==> src/rtl/key_scan_pkg.sv <==
// Shared definitions for the push-button front end: channel state encoding and
// the counter sizing helper used by the top and every channel.
package key_scan_pkg;

    typedef enum logic [1:0] {
        ST_IDLE       = 2'd0,
        ST_PRESS_DB   = 2'd1,
        ST_HELD       = 2'd2,
        ST_RELEASE_DB = 2'd3
    } key_state_t;

    function automatic int max3(input int a, input int b, input int c);
        int m;
        m = a;
        if (b > m) m = b;
        if (c > m) m = c;
        return m;
    endfunction

    // One spare bit above the largest terminal count so the saturating
    // counter in HELD can never alias onto a compare value.
    function automatic int cnt_width(input int deb, input int hold, input int rep);
        return $clog2(max3(deb, hold, rep)) + 1;
    endfunction

endpackage

==> src/rtl/key_scan_ch.sv <==
// One key channel: 2-flop synchroniser, debounce/hold/repeat FSM with a shared
// counter, and registered press-pulse and debounced-level outputs.
//
//   state         | meaning
//   ST_IDLE       | key released and accepted as released
//   ST_PRESS_DB   | press seen, counting stable-pressed cycles
//   ST_HELD       | press accepted, level high, timing hold/repeat pulses
//   ST_RELEASE_DB | release seen, counting stable-released cycles
module key_scan_ch
    import key_scan_pkg::*;
#(
    parameter bit KEY_ACTIVE_LOW  = 1'b1,
    parameter int DEBOUNCE_CYCLES = 20,
    parameter int HOLD_CYCLES     = 5000,
    parameter int REPEAT_CYCLES   = 1000,
    parameter bit REPEAT_EN       = 1'b1,
    parameter int CNT_W           = 14
) (
    input  logic i_clk,
    input  logic i_reset,
    input  logic i_key,
    output logic o_status,
    output logic o_level
);

    localparam logic [CNT_W-1:0] DB_LAST   = CNT_W'(DEBOUNCE_CYCLES - 1);
    localparam logic [CNT_W-1:0] HOLD_LAST = CNT_W'(HOLD_CYCLES - 1);
    localparam logic [CNT_W-1:0] REP_LAST  = CNT_W'(REPEAT_CYCLES - 1);

    logic             r_sync1;
    logic             r_sync2;
    key_state_t       r_state;
    key_state_t       w_state_nxt;
    logic [CNT_W-1:0] r_cnt;
    logic [CNT_W-1:0] w_cnt_nxt;
    logic [CNT_W-1:0] w_cnt_inc;
    logic             r_rep;
    logic             w_rep_nxt;
    logic             r_level;
    logic             w_level_nxt;
    logic             r_status;
    logic             w_pulse;
    logic             w_pressed;

    assign w_pressed = r_sync2 ^ KEY_ACTIVE_LOW;
    assign w_cnt_inc = (r_cnt == {CNT_W{1'b1}}) ? r_cnt : r_cnt + CNT_W'(1);

    // Synchronisers come out of reset at the released pin level so a
    // key held through reset is re-debounced from scratch.
    always_ff @(posedge i_clk or posedge i_reset) begin
        if (i_reset) begin
            r_sync1  <= KEY_ACTIVE_LOW;
            r_sync2  <= KEY_ACTIVE_LOW;
            r_state  <= ST_IDLE;
            r_cnt    <= '0;
            r_rep    <= 1'b0;
            r_level  <= 1'b0;
            r_status <= 1'b0;
        end else begin
            r_sync1  <= i_key;
            r_sync2  <= r_sync1;
            r_state  <= w_state_nxt;
            r_cnt    <= w_cnt_nxt;
            r_rep    <= w_rep_nxt;
            r_level  <= w_level_nxt;
            r_status <= w_pulse;
        end
    end

    always_comb begin
        w_state_nxt = r_state;
        w_cnt_nxt   = r_cnt;
        w_rep_nxt   = r_rep;
        w_level_nxt = r_level;
        w_pulse     = 1'b0;
        case (r_state)
            ST_IDLE: begin
                if (w_pressed) begin
                    w_state_nxt = ST_PRESS_DB;
                    w_cnt_nxt   = '0;
                end
            end
            ST_PRESS_DB: begin
                if (!w_pressed) begin
                    w_state_nxt = ST_IDLE;
                    w_cnt_nxt   = '0;
                end else if (r_cnt == DB_LAST) begin
                    w_state_nxt = ST_HELD;
                    w_cnt_nxt   = '0;
                    w_rep_nxt   = 1'b0;
                    w_pulse     = 1'b1;
                    w_level_nxt = 1'b1;
                end else begin
                    w_cnt_nxt = w_cnt_inc;
                end
            end
            ST_HELD: begin
                if (!w_pressed) begin
                    w_state_nxt = ST_RELEASE_DB;
                    w_cnt_nxt   = '0;
                end else if (REPEAT_EN && !r_rep && (r_cnt == HOLD_LAST)) begin
                    w_pulse   = 1'b1;
                    w_cnt_nxt = '0;
                    w_rep_nxt = 1'b1;
                end else if (REPEAT_EN && r_rep && (r_cnt == REP_LAST)) begin
                    w_pulse   = 1'b1;
                    w_cnt_nxt = '0;
                end else begin
                    w_cnt_nxt = w_cnt_inc;
                end
            end
            ST_RELEASE_DB: begin
                // A bounce back to pressed resumes HELD silently and restarts the hold delay.
                if (w_pressed) begin
                    w_state_nxt = ST_HELD;
                    w_cnt_nxt   = '0;
                    w_rep_nxt   = 1'b0;
                end else if (r_cnt == DB_LAST) begin
                    w_state_nxt = ST_IDLE;
                    w_cnt_nxt   = '0;
                    w_level_nxt = 1'b0;
                end else begin
                    w_cnt_nxt = w_cnt_inc;
                end
            end
            default: begin
                w_state_nxt = ST_IDLE;
                w_cnt_nxt   = '0;
            end
        endcase
    end

    assign o_status = r_status;
    assign o_level  = r_level;

endmodule

==> src/rtl/key_scan.sv <==
// Push-button front end: one independent debounce/repeat channel per key,
// with the per-key repeat enable fanned out as a channel parameter.
module key_scan
    import key_scan_pkg::*;
#(
    parameter int                N_KEYS          = 3,
    parameter bit                KEY_ACTIVE_LOW  = 1'b1,
    parameter int                DEBOUNCE_CYCLES = 20,
    parameter int                HOLD_CYCLES     = 5000,
    parameter int                REPEAT_CYCLES   = 1000,
    parameter logic [N_KEYS-1:0] REPEAT_EN       = 3'b011
) (
    input  logic              clk,
    input  logic              reset,
    input  logic [N_KEYS-1:0] key_in,
    output logic [N_KEYS-1:0] key_status,
    output logic [N_KEYS-1:0] key_level
);

    localparam int CNT_W = cnt_width(DEBOUNCE_CYCLES, HOLD_CYCLES, REPEAT_CYCLES);

    genvar g;
    generate
        for (g = 0; g < N_KEYS; g++) begin : g_ch
            key_scan_ch #(
                .KEY_ACTIVE_LOW  (KEY_ACTIVE_LOW),
                .DEBOUNCE_CYCLES (DEBOUNCE_CYCLES),
                .HOLD_CYCLES     (HOLD_CYCLES),
                .REPEAT_CYCLES   (REPEAT_CYCLES),
                .REPEAT_EN       (REPEAT_EN[g]),
                .CNT_W           (CNT_W)
            ) u_ch (
                .i_clk    (clk),
                .i_reset  (reset),
                .i_key    (key_in[g]),
                .o_status (key_status[g]),
                .o_level  (key_level[g])
            );
        end
    endgenerate

endmodule

==> config.mk <==
export PLATFORM = sky130hd
export DESIGN_NAME = key_scan
export DESIGN_NICKNAME = d
export VERILOG_FILES = /design/src/rtl/key_scan_pkg.sv /design/src/rtl/key_scan_ch.sv /design/src/rtl/key_scan.sv
export SDC_FILE = /design/constraint.sdc
export NUM_CORES = 1
export LEC_CHECK = 0
export CAP_MARGIN = 20
export CORE_MARGIN = 2
export CORE_UTILIZATION = 60
export DETAILED_ROUTE_END_ITERATION = 8
export PLACE_DENSITY = 0.78
export SYNTH_ARGS = -nofsm -noshare
export SYNTH_HDL_FRONTEND = slang
export SYNTH_HIERARCHICAL = 1
export SYNTH_SLANG_ARGS = --single-unit
==> constraint.sdc <==
create_clock -name clk -period 2.7 [get_ports clk]
set_clock_uncertainty 0.2 [all_clocks]
set_input_delay 0.54 -clock clk [delete_from_list [all_inputs] [get_ports clk]]
set_output_delay 0.54 -clock clk [all_outputs]
set_load 0.005 [all_outputs]
==> results of run 1 <==
metal layers:
layer	share of wire [%]	vias to the layer above
met1	43	1622
met3	5.4	20
met5	0	-
met4	1.7	0
met2	49	112
li1	-	1556
synthesized netlist by cell type (4+ instances only):
master	n	share of area, %
dfrtp_1	56	38
nor2_1	48	4.9
nand2_1	44	4.5
a21oi_1	39	5.3
nand3_1	22	3.0
o21ai_0	16	2.2
inv_1	15	1.5
nand4_1	14	2.4
ha_1	13	4.4
a41oi_1	8	1.9
buf_2	7	0.95
a31oi_1	6	1.0
and3_1	6	1.0
dfstp_2	6	4.3
nor4_1	5	0.84
nor4b_1	5	1.2
o21ai_1	5	0.68
and4_1	4	0.95
clkbuf_1	4	0.41
nand3b_1	4	0.81
nor3_1	4	0.54
o22a_1	4	0.95
o31ai_1	4	0.81
o32a_1	4	1.1
xor2_1	4	0.95
layout by cell type (no fill, tap or decap), drive strengths merged, types with 3 or more instances in the layout:
cell            n
dfrtp          56
nor2           50
nand2          45
a21oi          41
nand3          24
o21ai          21
inv            15
nand4          15
ha             13
clkbuf         12
clkdlybuf4s50  10
and3           10
buf             9
a41oi           8
nor4b           8
nor4            8
or2             7
a31oi           6
dfstp           6
nor3            4
nand3b          4
o32a            4
o22a            4
and4            4
o31ai           4
xor2            4
clkinv          3
a32oi           3
worst max-delay path: stages (launching register included):
cell and delay, ps:
dfrtp_1 470, or4b_4 560, nor4_4 350, or2_1 350, nor2_2 100, mux2_4 280
flip-flops by register name (all words and copies together), names as in the netlist, named ones only:
name and flops:
g_ch.u_ch/o_level 3, g_ch.u_ch/o_status 3, g_ch.u_ch/r_cnt 42, g_ch.u_ch/r_rep 2, g_ch.u_ch/r_state 3, g_ch.u_ch/r_sync1 3, g_ch.u_ch/r_sync2 3
per-stage QoR:
step	hold WS, ps	setup slack, ps	power, W	utilization [%]	cells
floorplan	145	473	0.00175	-	410
finish	158	272	0.00280	68.8	506
CTS	157	309	0.00281	68.8	506
global placement	146	385	0.00193	65.5	490
global route	158	152	0.00301	68.8	506
detailed placement	148	327	0.00198	65.5	490
logic make-up after synthesis:
group           synth area share, %
fa+ha+maj                      4.39
mux                           0.946
flops                          42.1
xor+xnor                       1.18
simple gates                   28.4
buf+inv                        3.58
compound gates                 19.4
path summary, 6_finish.rpt:
check / startpoint / endpoint / slack, ps
worst max-delay path: g_ch[2].u_ch/r_cnt[5]$_DFFE_PP0P_ / g_ch[2].u_ch/r_cnt[0]$_DFFE_PP0P_ / 270
worst min-delay path: g_ch[1].u_ch/r_sync1$_DFF_PP1_ / g_ch[1].u_ch/r_sync2$_DFF_PP1_ / 160
worst max register to register: g_ch[2].u_ch/r_cnt[5]$_DFFE_PP0P_ / g_ch[2].u_ch/r_cnt[0]$_DFFE_PP0P_ / 270
worst min register to register: g_ch[1].u_ch/r_sync1$_DFF_PP1_ / g_ch[1].u_ch/r_sync2$_DFF_PP1_ / 160
max in group asynchronous: reset / g_ch[1].u_ch/r_sync1$_DFF_PP1_ / 1590
min in group asynchronous: reset / g_ch[2].u_ch/r_cnt[11]$_DFFE_PP0P_ / 430
power groups by stage:
stage | sequential [W] | combinational (W) | clock [W]
final | 0.00107 | 0.000910 | 0.000824
after CTS | 0.00107 | 0.000902 | 0.000842
after detailed placement | 0.00109 | 0.000895 | 0
after global routing | 0.00108 | 0.00104 | 0.000899
after floorplan | 0.00107 | 0.000686 | 0
after global placement | 0.00108 | 0.000854 | 0
area by class of cell:
cell class	instances	share of cell area [%]
multi-input cells	319	49.0
repair buffers	19	4.39
flip-flops and latches	62	38.0
clock inverters	4	1.10
clock buffers	12	3.78
inverters	15	1.37
well taps	75	2.29
==> impl_metrics.toml, run 1 <==
[outcome]
outcome = "completed"

[pwr]
p_switching_w = 0.000971
p_int_w = 0.00183
pwr-share-comb_pct = 32.5
p_per_area_mw_per_mm2 = 683
ir_drop_v = 0.000583
switching_share_pct = 34.7
power.leakage_nw = 1.70
power_frac_seq_pct = 38.1
clkPwrFrac_pct = 29.4

[floorplanning]
die_x_um = 82.6
dieArea_mm2 = 0.00681
io_pins = 11
core-area_mm2 = 0.00596
fp-row-count = 28
initial_utilization_pct = 62.2
die_h_um = 82.6

[synthesis]
synthesis.area_mm2 = 0.00370
synth_area_per_cell_um2 = 9.03
netlist_instances = 410
ys_seq_elements = 62
synth_edf_count = 0
synthFlopType = "dfrtp_1"
syn_nets = 428
ys_types = 67
synth_seq_area_share_pct = 42.1
ys_warn_count = 6
async_flop_share_pct = 100

[sta]
rsz0062_at_grt = "false"
post-route-period-util_pct = 89.9
maxClockFrequency_ghz = 0.412
finalHoldViolCount = 0
period_needed_ps = 2430
tightestPinTransition_ps = 602
drv_slew = 0
finalSetupViolations = 0
slew_headroom_pct = 59.5
finalSetupTns_ps = 0

[global_routing]
grt_max_degree = 22
grt_first_pass_wirelength_um = 14300
grtUsageMet3_pct = 6.52
met1_usage_pct = 35.0
grt_pass1_vias = 3216
grt_overflow = 0
grt.busiest_layer = "met2"
grtUsageMet2_pct = 45.0
grt_usage_pct = 27.4
antenna_found_initial = 0

[place]
gp_congestion = 0.948
dpl_cell_area_mm2 = 0.00390
portBuffers = 10
place_hpwl_um = 5760

[finish]
fillers = 457
regArea_mm2 = 0.00156
finalNetCount = 444
drive_gt1_share_pct = 14.2
area_growth_pct = 10.7
stdcell_area_mm2 = 0.00410
multi_input_area_mm2 = 0.00201
num_antenna_cells = 0

[setup_path]
endpoint_kind = "flip-flop"
worst_ep_arrival_time_ps = 2440
worst-r2r-cell-count = 5
cp_max_fo = 8
cp-start-kind = "flip-flop"
path_class = "reg2reg"
cp.required_ps = 2710

[clocking]
clk_pin_slew_ps = 70
cts.repair.resized = 0
post-cts-setup-buffers = 0
cts_tree = "done"
clockBufferDepth = 2
cts.sinks = 62
clkLatencyLatePin_ps = 340
cts_hold_buffers = 0
numCtsBuffers = 9
htreeDepth = 3
clockRootBuffer = "clkbuf_8"

[drt]
finalWirelength_um = 8350
drt_iter0_drc = 230
routedWlPerCell_um = 16.5
vias_per_cell = 6.54
vias = 3310
drc_errors = 0
ant_nets = 0
first_pass_iters = 5

[flow_run]
cap_violations = 0

[min_path]
holdPathStages = 0
hold_class = "reg2reg"
Note: power is estimated with default switching activity, not from simulation.
==> run 2: changes to the inputs <==
Settings changed: TNS_END_PERCENT set to 30.
==> results of run 2 <==
Same layout as run 1: the final DEF is identical, and so are final timing and power.
==> run 3: changes to the inputs <==
Settings changed: CORE_MARGIN 2 to unset, CORE_UTILIZATION 60 to 35, PLACE_DENSITY 0.78 to unset, REMOVE_ABC_BUFFERS set to 1.
==> impl_metrics.toml, run 3 (synthesis gave the netlist of run 1 again) <==
[sta]
slew_headroom_pct = 61.1
rsz0062_at_grt = "false"
layout_setup_ws_ps = 319
finalHoldViolCount = 0
finalSetupViolations = 0
maxClockFrequency_ghz = 0.420
tightestPinTransition_ps = 583
period_needed_ps = 2380
post-route-period-util_pct = 88.2
drv_slew = 0
finalSetupTns_ps = 0

[place]
pre_cts_slack_ps = 333
gp_congestion = 0.878
dpl_cell_area_mm2 = 0.00397
place_hpwl_um = 5710
portBuffers = 10

[floorplanning]
core-area_mm2 = 0.0103
io_pins = 11
initial_utilization_pct = 36.0
die_h_um = 105
dieArea_mm2 = 0.0110
die_x_um = 105
fp-row-count = 37

[setup_path]
worst_ep_arrival_time_ps = 2440
crit_chain = "ha_1, nor4b_2, nand4_1, nand2_2, o22ai_2, buf_4, o21ai_0, a31oi_1"
path_class = "reg2reg"
cp-start-kind = "flip-flop"
max_stage_delay_ps = 400
crit_path_top_delay_cell = "dfrtp_1"
endpoint_kind = "flip-flop"
cp_num_buf_inv = 1
cp_max_fo = 14
worst_path_dominant_cell_family = "compound AO/OA/AOI/OAI gates"
cp.required_ps = 2750

[global_routing]
grt_usage_pct = 16.5
grt_pass1_vias = 3062
grt_first_pass_wirelength_um = 14600
antenna_found_initial = 0
grt_max_degree = 22
grt_overflow = 0

[drt]
ant_nets = 0
drt_iter0_drc = 225
first_pass_iters = 4
routedWlPerCell_um = 14.2
drc_errors = 0
vias_per_cell = 5.51
finalWirelength_um = 8080
vias = 3131

[finish]
area_growth_pct = 12.2
final_common_cell = "dfrtp_1"
layout_common_cells = "dfrtp_1 (56), nor2_1 (48), nand2_1 (44)"
num_antenna_cells = 0
regMostFlops = "g_ch.u_ch/r_cnt"
largest_reg_flops = 42
finalNetCount = 445
drive_gt1_share_pct = 13.9
stdcell_area_mm2 = 0.00415

[outcome]
outcome = "completed"

[clocking]
htreeDepth = 3
clkLatencyLatePin_ps = 340
cts_hold_buffers = 0
numCtsBuffers = 9
cts.repair.resized = 0
clockBufferDepth = 2
post-cts-setup-buffers = 0
cts_tree = "done"
cts.sinks = 62
clk_pin_slew_ps = 60
clockRootBuffer = "clkbuf_8"

[pwr]
ir_drop_v = 0.000268
p_per_area_mw_per_mm2 = 652
power.leakage_nw = 1.69

[min_path]
hold_class = "reg2reg"

[flow_run]
cap_violations = 0
-- run 3: cell types whose count changed in the layout (fill, tap and decap cells not counted) --
cell,change
clkinv_2,-2
clkbuf_8,+1
clkbuf_1,+2
buf_12,-1
bufinv_16,-1
buf_4,+2
-- run 3: path summary, 6_finish.rpt --
| kind | from | endpoint | slack [ps] | cells after the start |
|---|---|---|---|---|
| worst max-delay path | g_ch[0].u_ch/r_cnt[0]$_DFFE_PP0P_ | g_ch[0].u_ch/r_cnt[5]$_DFFE_PP0P_ | 320 | 8 |
| worst min-delay path | g_ch[0].u_ch/r_sync1$_DFF_PP1_ | g_ch[0].u_ch/r_sync2$_DFF_PP1_ | 160 | 0 |
| worst max register to register | g_ch[0].u_ch/r_cnt[0]$_DFFE_PP0P_ | g_ch[0].u_ch/r_cnt[5]$_DFFE_PP0P_ | 320 | 8 |
| worst min register to register | g_ch[0].u_ch/r_sync1$_DFF_PP1_ | g_ch[0].u_ch/r_sync2$_DFF_PP1_ | 160 | 0 |
| max in group asynchronous | reset | g_ch[0].u_ch/r_cnt[5]$_DFFE_PP0P_ | 1300 | 3 |
| min in group asynchronous | reset | g_ch[2].u_ch/r_cnt[8]$_DFFE_PP0P_ | 420 | 3 |
-- run 3: cell type report --
type | instances | area [um2]
tap | 136 | 170
sequential | 62 | 1560
multi-input combinational | 319 | 2010
fill | 1038 | 6120
timing repair buffer | 20 | 175
inverter | 15 | 56.3
clock inverter | 1 | 5.00
clock buffer | 15 | 176
-- run 3: through the flow --
step | instances | total power (W) | hold WS (ps) | util (%)
after global routing | 568 | 0.00294 | 161 | 40.4
after floorplan | 396 | 0.00172 | 145 | -
after global placement | 552 | 0.00193 | 145 | 38.6
after detailed placement | 552 | 0.00196 | 147 | 38.6
after CTS | 568 | 0.00275 | 157 | 40.4
final | 568 | 0.00271 | 155 | 40.4
-- run 3: where the power goes --
group	internal [W]	switching, W
sequential	0.00100	0.0000658
clock	0.000409	0.000353
combinational	0.000343	0.000535
-- run 3: per-layer routing --
layer | track usage (%) | vias up | routed length, um
met5 | 0 | - | 0
met4 | 7.04 | 0 | 87
met3 | 3.87 | 5 | 237
met2 | 27.1 | 57 | 3890
met1 | 20.7 | 1517 | 3860
li1 | - | 1552 | -
